File: src/rtl/traffic_pkg.sv
// Shared encodings for the intersection phase scheduler: state codes, lamp codes
// and small constant helpers used to size the phase counter.
package traffic_pkg;

  localparam logic [2:0] ST_HG  = 3'd0;
  localparam logic [2:0] ST_HY  = 3'd1;
  localparam logic [2:0] ST_AR1 = 3'd2;
  localparam logic [2:0] ST_FG  = 3'd3;
  localparam logic [2:0] ST_FY  = 3'd4;
  localparam logic [2:0] ST_AR2 = 3'd5;
  localparam logic [2:0] ST_PW  = 3'd6;

  localparam logic [2:0] LT_RED = 3'b100;
  localparam logic [2:0] LT_YEL = 3'b010;
  localparam logic [2:0] LT_GRN = 3'b001;

  typedef enum logic [2:0] {
    HG  = ST_HG,
    HY  = ST_HY,
    AR1 = ST_AR1,
    FG  = ST_FG,
    FY  = ST_FY,
    AR2 = ST_AR2,
    PW  = ST_PW
  } phase_e;

  function automatic int imax(input int a, input int b);
    return (a > b) ? a : b;
  endfunction

  // A one-bit counter is still needed when every duration is a single tick.
  function automatic int cnt_width(input int tmax);
    return (tmax < 2) ? 1 : $clog2(tmax);
  endfunction

endpackage

File: src/rtl/tick_gen.sv
// Free-running prescaler: tick pulses for one cycle every TICK_DIV clocks and is
// never realigned by the phase sequencer.
module tick_gen #(
  parameter int TICK_DIV = 125_000_000
) (
  input  logic clk_125M,
  input  logic rst,
  output logic tick
);

  localparam int PW = $clog2(TICK_DIV);

  logic [PW-1:0] presc;

  assign tick = (presc == PW'(TICK_DIV - 1));

  always_ff @(posedge clk_125M or negedge rst) begin
    if (!rst) begin
      presc <= '0;
    end else if (tick) begin
      presc <= '0;
    end else begin
      presc <= presc + PW'(1);
    end
  end

endmodule

File: src/rtl/phase_scheduler.sv
// Highway / farm-road / pedestrian phase sequencer with emergency preempt.
// Lamps decode from the state register only, so they cannot glitch.
module phase_scheduler
  import traffic_pkg::*;
#(
  parameter int TICK_DIV    = 125_000_000,
  parameter int T_GREEN_MIN = 25,
  parameter int T_YELLOW    = 4,
  parameter int T_ALLRED    = 1,
  parameter int T_WALK      = 10,
  parameter int T_FARM_MAX  = 25
) (
  input  logic       clk_125M,
  input  logic       rst,
  input  logic       c,
  input  logic       ped_req,
  input  logic       emg,
  output logic [2:0] HL,
  output logic [2:0] FL,
  output logic       walk,
  output logic       ped_ack
);

  localparam int T_MAX = imax(imax(imax(T_GREEN_MIN, T_YELLOW), imax(T_ALLRED, T_WALK)),
                              T_FARM_MAX);
  localparam int CW    = cnt_width(T_MAX);

  localparam logic [CW-1:0] GMIN_LAST = CW'(T_GREEN_MIN - 1);
  localparam logic [CW-1:0] YEL_LAST  = CW'(T_YELLOW - 1);
  localparam logic [CW-1:0] AR_LAST   = CW'(T_ALLRED - 1);
  localparam logic [CW-1:0] WALK_LAST = CW'(T_WALK - 1);
  localparam logic [CW-1:0] FMAX_LAST = CW'(T_FARM_MAX - 1);
  localparam logic [CW-1:0] CNT_SAT   = '1;

  phase_e        state;
  phase_e        state_nx;
  logic [CW-1:0] cnt;
  logic          ped_pend;
  logic          tick;
  logic          enter_pw;

  tick_gen #(
    .TICK_DIV(TICK_DIV)
  ) u_tick_gen (
    .clk_125M(clk_125M),
    .rst     (rst),
    .tick    (tick)
  );

  assign enter_pw = (state_nx == PW) && (state != PW);

  always_ff @(posedge clk_125M or negedge rst) begin
    if (!rst) begin
      state <= HG;
    end else begin
      state <= state_nx;
    end
  end

  // emg acts off-tick only where it must cut a phase short (FG, PW); elsewhere it
  // steers the AR1 exit or pins HG.
  always_comb begin
    state_nx = state;
    case (state)
      HG: begin
        if (tick && (cnt >= GMIN_LAST) && (c || ped_pend) && !emg) state_nx = HY;
      end
      HY: begin
        if (tick && (cnt == YEL_LAST)) state_nx = AR1;
      end
      AR1: begin
        if (tick && (cnt == AR_LAST)) begin
          if (emg)           state_nx = HG;
          else if (ped_pend) state_nx = PW;
          else if (c)        state_nx = FG;
          else               state_nx = HG;
        end
      end
      FG: begin
        if (emg || (tick && (!c || (cnt == FMAX_LAST)))) state_nx = FY;
      end
      FY: begin
        if (tick && (cnt == YEL_LAST)) state_nx = AR2;
      end
      PW: begin
        if (emg || (tick && (cnt == WALK_LAST))) state_nx = AR2;
      end
      AR2: begin
        if (tick && (cnt == AR_LAST)) state_nx = HG;
      end
      default: state_nx = HG;
    endcase
  end

  // Clearing on PW entry takes precedence over a button press in the same cycle.
  always_ff @(posedge clk_125M or negedge rst) begin
    if (!rst) begin
      cnt      <= '0;
      ped_pend <= 1'b0;
      ped_ack  <= 1'b0;
    end else begin
      if (state_nx != state) begin
        cnt <= '0;
      end else if (tick && (cnt != CNT_SAT)) begin
        cnt <= cnt + CW'(1);
      end
      ped_ack <= enter_pw;
      if (enter_pw) begin
        ped_pend <= 1'b0;
      end else if (ped_req) begin
        ped_pend <= 1'b1;
      end
    end
  end

  always_comb begin
    HL   = LT_RED;
    FL   = LT_RED;
    walk = 1'b0;
    case (state)
      HG: HL = LT_GRN;
      HY: HL = LT_YEL;
      FG: FL = LT_GRN;
      FY: FL = LT_YEL;
      PW: walk = 1'b1;
      default: ;
    endcase
  end

endmodule

File: config.mk
export PLATFORM = sky130hd
export DESIGN_NAME = phase_scheduler
export DESIGN_NICKNAME = d
export VERILOG_FILES = /design/src/rtl/traffic_pkg.sv /design/src/rtl/tick_gen.sv /design/src/rtl/phase_scheduler.sv
export SDC_FILE = /design/constraint.sdc
export NUM_CORES = 1
export LEC_CHECK = 0
export CAP_MARGIN = 5
export CORE_MARGIN = 2
export CORE_UTILIZATION = 50
export CTS_CLUSTER_SIZE = 12
export DETAILED_ROUTE_END_ITERATION = 10
export GPL_TIMING_DRIVEN = 0
export PLACE_DENSITY = 0.79
export SETUP_SLACK_MARGIN = 0.4
export SYNTH_ARGS = -nofsm -noshare
export SYNTH_HDL_FRONTEND = slang
export SYNTH_SLANG_ARGS = --single-unit
File: constraint.sdc
create_clock -name clk_125M -period 3.4 [get_ports clk_125M]
set_input_delay 1.02 -clock clk_125M [delete_from_list [all_inputs] [get_ports clk_125M]]
set_output_delay 1.02 -clock clk_125M [all_outputs]
set_load 0.02 [all_outputs]
==> run summary <==
The run finished with clean final reports. The worst setup path is launched from a flop. For the global-route total usage across every layer, the log shows 20.3%. The first-pass GRT wire length came out at 7910 um. Counting buffers and inverters, the worst setup path is 4 cells deep. The number of warnings printed during yosys synthesis was 0.

Maximum number of pins on one net before global-route repair: 38. The logs give 37 for the number of clock sinks and 0 for the number of setup violations in the final report. After global routing the overflow that remains totals 0. The tools report the normalized max-slew margin as 45.5%.

The synthesis-stage register bit count is 37. For the final routed database, the setup TNS stands at 0 ps. The critical path contains buffers and inverters numbering 3 combined. Detailed placement finished with a half-perimeter wire length of 3290 um.

The path with the worst hold slack has its endpoint at u_tick_gen.presc[0]. Main flop type after synthesis: dfrtp_1. Clock latency on the worst-skew pair, taken at its later pin, is 290 ps. STA puts the critical path data required time at 2380 ps. The smallest clock period supported by the final layout is computed as 2910 ps. TritonCTS buffer count: 5.

The congestion estimate from routability-driven global placement came to 0.928. For the area of the die, the log shows 4880 um2. The reg-to-reg critical path startpoint is u_tick_gen.presc[19]. Final hold analysis gives a worst-case slack of 496 ps. The number of global-route vias before repair was 1691. The worst hold path begins at u_tick_gen.presc[0]. The total of buffers placed on input and output ports came out at 12. The first detailed-routing pass took 4 iterations. 13 I/O pins were placed. On the final layout, the worst clock skew is 7.42 ps. No sink is reached through more buffers than the 2 on the longest clock path.

The detail-routed net length per standard cell works out to 15.5 um. The final hold violation count is 0. The critical path goes through clkbuf_4, inv_1, nor3_2, clkdlybuf4s50_1. The average instance area after synthesis was 9.38 um2; the layout overhead on the synthesized area was 13.6%. The tools report the final routed wirelength across all metal layers as 4660 um. The core region is 4090 um2.

The run gives 231 as the synthesized instance count. The die boundary width was 69.8 um; the number of filler instances in the final layout was 367. Data arrives at the worst endpoint at 1890 ps. The share of synthesized registers carrying an async set or reset is 100%. Setup repair after global routing left no endpoint under its margin. The max-slew violation count was 0; the antenna violation net count after detailed routing was 0. The sort of element at the end of the critical path was a primary output.

The tool flagged a number of max-cap violations equal to 0. TritonCTS built the clock tree. The post-CTS setup buffer count came out at 0.

The critical path is of the reg2out type. The cell row count was 23; the number of design-rule violations left by the first detailed-router iteration was 128. The repair_antennas step left the layout with diodes totalling 0. For the number of antenna violations at the first check in global routing, the log shows 0. The tools report the cell at the root of the clock tree as clkbuf_8. The largest single stage delay on the critical path is 650 ps. The run gives 1.09 nW as the leakage power figure. After the last flow step, the layout net total stands at 260. The netlist uses 53 different library cells. The number of nets handed over by synthesis was 241.

The worst register-to-register path ends at u_tick_gen.presc[11]. Yosys mapped a number of flops with a built-in enable equal to 0. Based on the critical path, the design can be clocked at up to 344 MHz.

The initial utilization of the core area, before any placement, comes to 53.0%. The number of cells traversed by the worst hold path came out at 1. The top fanout value on the critical path was 10. Counting cells, the worst reg-to-reg path comes to 6.

After clock tree synthesis, the clock-pin slew on the worst setup and hold paths is 70 ps. Register-to-register setup slack: 1070 ps. IR analysis of the VDD net gives a maximum drop of 0.310 mV.

The die height works out to 69.8 um. Summing every instance area after synthesis gives 2170 um2. The via-per-instance ratio came out at 5.79. The H-tree generated during clock tree synthesis spans 2 levels. The share of post-route cells with drive strength above 1 is 11.6%, and the final cycle utilization of the critical path is 85.5%. In this run the power density over the cells is 419 nW/um2.

The cell family contributing the most delay on the critical path is buffers and inverters. The number of remaining DRC errors is 0, and the sequential fraction of the synthesis area is 42.7%. The min-delay analysis places its worst path in the category reg2reg. At the pin with the least slew margin, the transition time is 817 ps. The routed layout has 1744 vias.

On the critical path, the stage with the largest delay is an instance of clkdlybuf4s50_1.
==> synth_stat cells, types with 2 or more instances <==
library cell / instances / area [um2]
o211ai_1: 2 / 15.0
nor3_1: 11 / 55.1
buf_2: 2 / 10.0
mux2i_1: 3 / 30.0
nor3b_1: 2 / 15.0
nand4_1: 8 / 50.1
xor2_1: 15 / 131
and3_1: 4 / 25.0
nand3_1: 15 / 75.1
o21ai_0: 3 / 15.0
nand2_1: 25 / 93.8
nor4_2: 2 / 25.0
inv_1: 7 / 26.3
xnor2_1: 12 / 105
nor4b_1: 2 / 17.5
a21oi_1: 4 / 20.0
nor4_1: 2 / 12.5
and2_1: 2 / 12.5
ha_1: 5 / 62.6
clkbuf_1: 2 / 7.51
nor2_1: 28 / 105
and3_2: 3 / 22.5
a22oi_1: 2 / 15.0
nand3b_1: 2 / 15.0
nor2b_1: 2 / 12.5
or3_1: 2 / 12.5
dfrtp_1: 37 / 926
or4_1: 2 / 15.0
==> metrics by stage <==
| stage | area [um2] | std cells | util (%) | worst slack (ps) | power [mW] |
|---|---|---|---|---|---|
| 6_report | 2460 | 301 | 60.2 | 493 | 1.03 |
| 5_1_grt | 2460 | 301 | 60.2 | 405 | 1.08 |
| 4_1_cts | 2450 | 301 | 59.9 | 378 | 1.03 |
| 3_5_place_dp | 2340 | 293 | 57.4 | 469 | 0.696 |
| 3_3_place_gp | 2350 | 293 | 57.5 | 514 | 0.693 |
| 2_1_floorplan | 2170 | 231 | - | 823 | 0.609 |
==> report_power, final <==
group	internal [mW]	switching, mW	leakage [nW]
clock	0.183	0.153	0.0542
combinational	0.0905	0.126	0.550
sequential	0.455	0.0227	0.490
==> sequential cells by signal (all words and copies together) (netlist names) <==
signal,count
cnt,5
state,3
ped_pend,1
ped_ack,1
u_tick_gen.presc,27
==> worst reg2reg max path: cells and delay by family (launching register included) <==
family | cells | cell delay (ps)
buffers and inverters | 2 | 650
DFF | 1 | 440
and+or+nand+nor | 4 | 1140
==> how the worst max path moves through the flow <==
stage | from | to
6_report | state[2] | FL[1]
5_1_grt | state[2] | FL[1]
4_1_cts | state[2] | FL[1]
3_5_place_dp | emg | cnt[1]
3_3_place_gp | rst | cnt[0]
2_1_floorplan | state[2] | FL[2]
==> placed cells by master (no fill, tap or decap), types with 3 or more instances in the layout <==
master            n
clkdlybuf4s50_1   9
clkbuf_8          8
mux2i_1           3
o21ai_0           3
inv_1             7
nor3_1           10
xnor2_1          12
xor2_1           15
ha_1              5
dfrtp_1          36
nand4_1           8
buf_2             3
and3_2            3
a21oi_1           4
nand2_1          25
nand3_1          15
nor2_1           28
and3_1            4
==> final cells by class <==
| cell class | instances | area, um2 | area share (%) |
|---|---|---|---|
| Multi-Input combinational cell | 181 | 1180 | 48.0 |
| Sequential cell | 37 | 927 | 37.7 |
| Timing Repair Buffer | 12 | 116 | 4.73 |
| Clock buffer | 7 | 96.3 | 3.91 |
| Tap cell | 50 | 62.6 | 2.54 |
| Buffer | 6 | 46.3 | 1.88 |
| Inverter | 7 | 26.3 | 1.07 |
| Clock inverter | 1 | 5.00 | 0.203 |
==> what timing repair did <==
item	4_1_cts	5_1_grt
gates resized for setup	3	7
setup endpoints to repair	4	3
cloned	0	0
hold buffers	0	0
==> cells by family after synthesis <==
logic type,Yosys count,share of synthesized area (%)
AOI/OAI and AO/OA,24,7.91
adders and majority gates,5,2.89
DFF,37,42.7
and+or+nand+nor,122,31.2
buffers and inverters,13,3.00
muxes,3,1.39
xor gates and xnor gates,27,10.9
==> layer usage <==
layer / vias to the layer above / routed length (um) / track usage, %
met3: 8 / 163 / 4.07
li1: 857 / - / -
met4: 0 / 82 / 8.33
met1: 844 / 2080 / 25.4
met5: - / 0 / 0
met2: 35 / 2330 / 34.1
Note: power is estimated with default switching activity, not from simulation.
